**src/rtl/rst_sequencer.sv**
```systemverilog
// Staged reset sequencer: synchronizes an external reset request, holds every
// domain in reset for HOLD_CYCLES clean cycles, then releases rst_n_out[0..N-1]
// one at a time, STAGE_GAP cycles apart.
// Optional software reset handshake (sw_rst_req / sw_rst_ack) is compiled in
// only when RST_SEQ_SW_REQ_EN is defined.
module rst_sequencer #(
  parameter int unsigned NUM_DOM     = 4,
  parameter int unsigned HOLD_CYCLES = 16,
  parameter int unsigned STAGE_GAP   = 4,
  parameter int unsigned SYNC_STAGES = 2
) (
  input  logic               clk,
  input  logic               reset,
  input  logic               ext_rst_in,
`ifdef RST_SEQ_SW_REQ_EN
  input  logic               sw_rst_req,
`endif
  output logic [NUM_DOM-1:0] rst_n_out,
  output logic               rst_done
`ifdef RST_SEQ_SW_REQ_EN
  ,
  output logic               sw_rst_ack
`endif
);

  localparam int unsigned CntMax = (HOLD_CYCLES > STAGE_GAP) ? HOLD_CYCLES : STAGE_GAP;
  localparam int unsigned CntW   = $clog2(CntMax + 1);
  localparam logic [CntW-1:0] HoldLast = CntW'(HOLD_CYCLES - 1);
  localparam logic [CntW-1:0] GapLast  = CntW'(STAGE_GAP - 1);

  typedef enum logic [1:0] {StAssert, StHold, StRelease, StRun} state_e;

  logic [SYNC_STAGES-1:0] sync_q;
  logic                   ext_sync;
  state_e                 state_q, state_d;
  logic [CntW-1:0]        cnt_q, cnt_d;
  logic [NUM_DOM-1:0]     rst_n_q, rst_n_d;
  logic [NUM_DOM-1:0]     rst_n_next;
  logic                   done_q, done_d;
  logic                   ext_restart;
  logic                   sw_restart;
  logic                   enter_run;

  // Two-or-more flop synchronizer for the asynchronous external request
  always_ff @(posedge clk or posedge reset) begin
    if (reset) begin
      sync_q <= '0;
    end else begin
      sync_q <= {sync_q[SYNC_STAGES-2:0], ext_rst_in};
    end
  end

  assign ext_sync = sync_q[SYNC_STAGES-1];

  // Next released-bit pattern: one more low-order bit set
  assign rst_n_next = (rst_n_q << 1) | NUM_DOM'(1);

  // The ASSERT state always advances, so an external request only restarts from later states
  assign ext_restart = ext_sync && (state_q != StAssert);

`ifdef RST_SEQ_SW_REQ_EN
  logic sw_flag_q, sw_flag_d;
  logic ack_q, ack_d;

  assign sw_restart = sw_rst_req && (state_q == StRun) && !ext_sync;
`else
  assign sw_restart = 1'b0;
`endif

  // Sequencer state, shared hold/gap counter and release pattern
  always_ff @(posedge clk or posedge reset) begin
    if (reset) begin
      state_q <= StAssert;
      cnt_q   <= '0;
      rst_n_q <= '0;
      done_q  <= 1'b0;
    end else begin
      state_q <= state_d;
      cnt_q   <= cnt_d;
      rst_n_q <= rst_n_d;
      done_q  <= done_d;
    end
  end

  // Next-state: hold counting, staged release, and restart override
  always_comb begin
    state_d   = state_q;
    cnt_d     = cnt_q;
    rst_n_d   = rst_n_q;
    done_d    = done_q;
    enter_run = 1'b0;
    case (state_q)
      StAssert: begin
        state_d = StHold;
        cnt_d   = '0;
        rst_n_d = '0;
        done_d  = 1'b0;
      end
      StHold, StRelease: begin
        if (cnt_q == ((state_q == StHold) ? HoldLast : GapLast)) begin
          cnt_d   = '0;
          rst_n_d = rst_n_next;
          if (&rst_n_next) begin
            state_d   = StRun;
            done_d    = 1'b1;
            enter_run = 1'b1;
          end else begin
            state_d = StRelease;
          end
        end else begin
          cnt_d = cnt_q + 1'b1;
        end
      end
      StRun: begin
        rst_n_d = '1;
      end
      default: begin
        state_d = StAssert;
      end
    endcase
    if (ext_restart || sw_restart) begin
      state_d   = StAssert;
      cnt_d     = '0;
      rst_n_d   = '0;
      done_d    = 1'b0;
      enter_run = 1'b0;
    end
  end

`ifdef RST_SEQ_SW_REQ_EN
  // Software-sequence flag and completion pulse
  always_ff @(posedge clk or posedge reset) begin
    if (reset) begin
      sw_flag_q <= 1'b0;
      ack_q     <= 1'b0;
    end else begin
      sw_flag_q <= sw_flag_d;
      ack_q     <= ack_d;
    end
  end

  // External restart cancels a pending software sequence; ack fires on re-entering RUN
  always_comb begin
    sw_flag_d = sw_flag_q;
    ack_d     = 1'b0;
    if (ext_restart) begin
      sw_flag_d = 1'b0;
    end else if (sw_restart) begin
      sw_flag_d = 1'b1;
    end else if (enter_run && sw_flag_q) begin
      sw_flag_d = 1'b0;
      ack_d     = 1'b1;
    end
  end

  assign sw_rst_ack = ack_q;
`endif

  assign rst_n_out = rst_n_q;
  assign rst_done  = done_q;

endmodule

```
**config.mk**
```make
export PLATFORM = sky130hd
export DESIGN_NAME = rst_sequencer
export DESIGN_NICKNAME = d
export VERILOG_FILES = /design/src/rtl/rst_sequencer.sv
export SDC_FILE = /design/constraint.sdc
export NUM_CORES = 1
export LEC_CHECK = 0
export CAP_MARGIN = 10
export CORE_ASPECT_RATIO = 0.9
export CORE_UTILIZATION = 41
export CTS_BUF_LIST = sky130_fd_sc_hd__clkbuf_4
export DETAILED_ROUTE_END_ITERATION = 12
export GPL_TIMING_DRIVEN = 1
export PLACE_DENSITY_LB_ADDON = 0.12
export SKIP_LAST_GASP = 1
export SYNTH_ARGS = -nofsm -noshare
export SYNTH_HDL_FRONTEND = slang
export SYNTH_SLANG_ARGS = --single-unit
```
**constraint.sdc**
```tcl
create_clock -name clk -period 4.2 [get_ports clk]
set_input_delay 0.63 -clock clk [delete_from_list [all_inputs] [get_ports clk]]
set_output_delay 0.63 -clock clk [all_outputs]
set_load 0.01 [all_outputs]
```
==> flow_summary.rst <==
.. list-table::
   :header-rows: 1

   * - Metric
     - Value
   * - Cell types occupying the most area after synthesis
     - sky130_fd_sc_hd__dfrtp_1, sky130_fd_sc_hd__ha_1, sky130_fd_sc_hd__o2bb2ai_1
   * - Cell breakdown of the critical path
     - clkdlybuf4s50_1
   * - Async S/R FF share, synth
     - 1.00
   * - Worst Hold Class
     - flip-flop to flip-flop
   * - Clk pin slew, worst setup/hold paths
     - about 0.090 ns
   * - Static Leak
     - 0.000358 uW
   * - Kind of end point of the critical path
     - primary output
   * - Synthesized area
     - 724 um^2
   * - Portion of total power attributed to the clock network
     - 0.165
   * - Hold Slack
     - 0.357 ns
   * - Highest Clock Rate
     - 537 MHz
   * - Clk Latency, worst-skew pair
     - 0.28 ns
   * - Overall die width
     - 46.3 um
   * - Number of antenna violations at the first check in global routing
     - 0
   * - Data arrival at the endpoint of the critical path
     - 1.23 ns
   * - Synthesized flop and latch total
     - 14
   * - Final global-route overflow total
     - 0
   * - Largest net degree at the start of global routing
     - 15
   * - Average footprint of a synthesized cell
     - 10.3 um^2
   * - Internal power consumption
     - about 280 uW
   * - TritonCTS clock tree
     - yes
   * - Cell Rows
     - 14
   * - Distinct cells, synth
     - 27
   * - Critical path startpoint category
     - flip-flop
   * - Die area
     - 1940 um^2
   * - Total number of vias
     - 540
   * - Peak supply drop
     - about 0.44 mV
   * - Buffers & Inverters on Critical Path
     - 1
   * - Peak per-stage delay on the critical path
     - 0.56 ns
   * - Net count after synthesis
     - 77
   * - First-pass detailed-route iteration total
     - 4
   * - Synth area leader
     - sky130_fd_sc_hd__dfrtp_1
   * - Clock Sinks
     - 14
   * - Post_cts resized
     - 0
   * - Worst endpoint required time
     - approximately 3.6 ns
   * - Total Routed Length
     - roughly 1300 um
   * - Top-level port count
     - 8
   * - Worst-path maximum fanout
     - 4
   * - Category of the most critical setup path
     - flip-flop to primary output
   * - Number of port buffers
     - 7
   * - Number of enable flip-flop cells after synthesis
     - 0
   * - Clock buffers created by TritonCTS
     - 3
   * - Count of inserted antenna diode cells
     - 0
   * - Net Sw Power
     - between 150 and 200 uW
   * - Global placement routability congestion
     - 0.755
   * - Outcome
     - finished, final reports clean
   * - Most frequent cells after synthesis
     - sky130_fd_sc_hd__dfrtp_1, sky130_fd_sc_hd__nand2_1, sky130_fd_sc_hd__nor2_1
   * - Hold buffer count at CTS
     - 0
   * - Crit share post-route
     - 0.443
   * - Top flip-flop cell by instance count after synthesis
     - sky130_fd_sc_hd__dfrtp_1
   * - Number of global-route vias before repair
     - 538
   * - Aggregate global-route resource usage
     - 0.180
   * - Max-capacitance violation count
     - 0
   * - Fin. max-slew vios
     - 0
   * - Routed via count divided by cell count
     - 5.19
   * - H-tree levels
     - 1
   * - Vertical extent of the die
     - 41.9 um
   * - Setup TNS
     - 0 ns
   * - Detailed Route Iter0 Violations
     - 10
   * - Detailed placement HPWL
     - 981 um
   * - Number of nets in the final layout
     - 88
   * - Setup Fix Bufs, Post-CTS
     - 0
   * - Number of failing hold endpoints at the final stage
     - 0
   * - Core area
     - 1660 um^2
   * - Clock tree root driver cell
     - sky130_fd_sc_hd__clkbuf_4
   * - Sequential cell area fraction in the yosys report
     - 0.484
   * - Average detailed-routed wire length per instance
     - 12.9 um
   * - Total power density per cell area
     - 562 nW/um^2
   * - Clock tree skew after final layout
     - 0.0144 ns
   * - Count of warnings emitted by yosys
     - 0
   * - Synthesized instance count
     - 70
   * - Highest-delay cell along the critical path
     - sky130_fd_sc_hd__clkdlybuf4s50_1
   * - RSZ-0062 raised after global routing
     - false
   * - Post-layout minimum cycle time
     - approximately 1.9 ns
   * - Slew at the pin with the worst max-slew slack
     - 0.528 ns
   * - Share of layout cells above drive strength 1
     - 0.113
   * - Cell family with the largest share of critical-path delay
     - buffers and inverters
   * - Part of the power in combinational logic
     - 0.448
   * - # fillers
     - 158
   * - Detail Route Antenna Nets
     - 0
   * - Remaining design rule violation count
     - 0
   * - Area added between synthesis and finish
     - 16.9%
   * - Share of Yosys cell area claimed by the top area cell type
     - 0.484
   * - Cell with the most instances after synthesis
     - sky130_fd_sc_hd__dfrtp_1
   * - Share of power burned in registers
     - 0.387
   * - Setup violators final
     - 0
   * - Bufs on Longest Clock Path
     - 2
   * - First-pass GRT wire length
     - 2420 um
   * - Proportion of total power due to net switching
     - 0.411
   * - Initial core utilization
     - 0.435
   * - Worst slew margin relative to its limit
     - 0.647
state kept, by name (all words and copies together) (netlist names):
name	count
sync_q	2
rst_n_out	4
cnt_q	5
rst_done	1
state_q	2
layout make-up:
type	instances	area, um^2	area share
Tap cell	24	30.0	0.0355
Clock buffer	3	22.5	0.0266
Sequential cell	14	350	0.414
Inverter	3	11.3	0.0133
Clock inverter	1	3.75	0.00443
Multi-Input combinational cell	52	359	0.424
Timing Repair Buffer	7	70.1	0.0827
stage by stage:
step                instances   util  power, uW  area (um^2)  worst slack [ns]
global placement          100  0.493        395          821              2.52
CTS                       104  0.509        478          847              2.33
floorplan                  70      -        349          724              2.64
detailed placement        100  0.493        397          821              2.49
finish                    104  0.509        476          847              2.34
global route              104  0.509        516          847              2.28
routing by layer:
layer | share of wire | wire (um) | GRT usage | up-vias
met1 | 0.53 | 717 | 0.261 | 261
met4 | 0.0097 | 13 | 0.0529 | 0
met5 | 0 | 0 | 0 | -
met2 | 0.41 | 556 | 0.231 | 10
met3 | 0.040 | 53 | 0.0913 | 2
li1 | - | - | - | 267
cell usage in the layout (no fill, tap or decap):
cell type	instances
sky130_fd_sc_hd__dfrtp_1	14
sky130_fd_sc_hd__nand2_1	7
sky130_fd_sc_hd__clkdlybuf4s50_1	7
sky130_fd_sc_hd__nor2_1	6
sky130_fd_sc_hd__a21oi_1	5
sky130_fd_sc_hd__o2bb2ai_1	4
sky130_fd_sc_hd__ha_1	4
sky130_fd_sc_hd__nand2b_1	3
sky130_fd_sc_hd__inv_1	3
sky130_fd_sc_hd__nand3_1	3
sky130_fd_sc_hd__clkbuf_4	3
sky130_fd_sc_hd__o21ai_1	2
sky130_fd_sc_hd__xnor2_1	2
sky130_fd_sc_hd__a22o_1	2
sky130_fd_sc_hd__and3_1	1
sky130_fd_sc_hd__a21boi_2	1
sky130_fd_sc_hd__o21ba_2	1
sky130_fd_sc_hd__nor3_2	1
sky130_fd_sc_hd__o31ai_4	1
sky130_fd_sc_hd__o21bai_1	1
sky130_fd_sc_hd__o221a_1	1
sky130_fd_sc_hd__nand2_2	1
sky130_fd_sc_hd__nor2b_1	1
sky130_fd_sc_hd__nor2_2	1
sky130_fd_sc_hd__a31oi_1	1
sky130_fd_sc_hd__nor3_1	1
sky130_fd_sc_hd__o21a_1	1
sky130_fd_sc_hd__or3_1	1
sky130_fd_sc_hd__clkinv_1	1
worst paths after layout:
path	start	end	slack, ns	cells past startpoint
max in group asynchronous	reset	cnt_q[3]	3.16	2
hold / removal	sync_q[0]	sync_q[1]	0.36	0
min in group asynchronous	reset	state_q[0]	0.67	2
hold reg to reg	sync_q[0]	sync_q[1]	0.36	0
setup reg to reg	state_q[0]	cnt_q[3]	2.46	5
setup / recovery	rst_n_out[1]	rst_n_out[1]	2.34	1
cells by family (layout without fill, tap and decap cells):
logic type / after synthesis / in the layout / share of synthesized area
and+or+nand+nor: 26 / 26 / 0.178
AOI/OAI and AO/OA: 20 / 20 / 0.225
DFF: 14 / 14 / 0.484
adders and majority gates: 4 / 4 / 0.0691
buffers and inverters: 4 / 14 / 0.0207
xor gates and xnor gates: 2 / 2 / 0.0242
power by group through the flow:
stage | clock network [uW] | registers [uW] | logic, uW
floorplan | 0 | 183 | 166
global placement | 0 | 186 | 210
detailed placement | 0 | 186 | 211
CTS | 82.2 | 184 | 212
global route | 91.2 | 189 | 236
finish | 78.4 | 184 | 213
(Power assumes the default switching activity.)
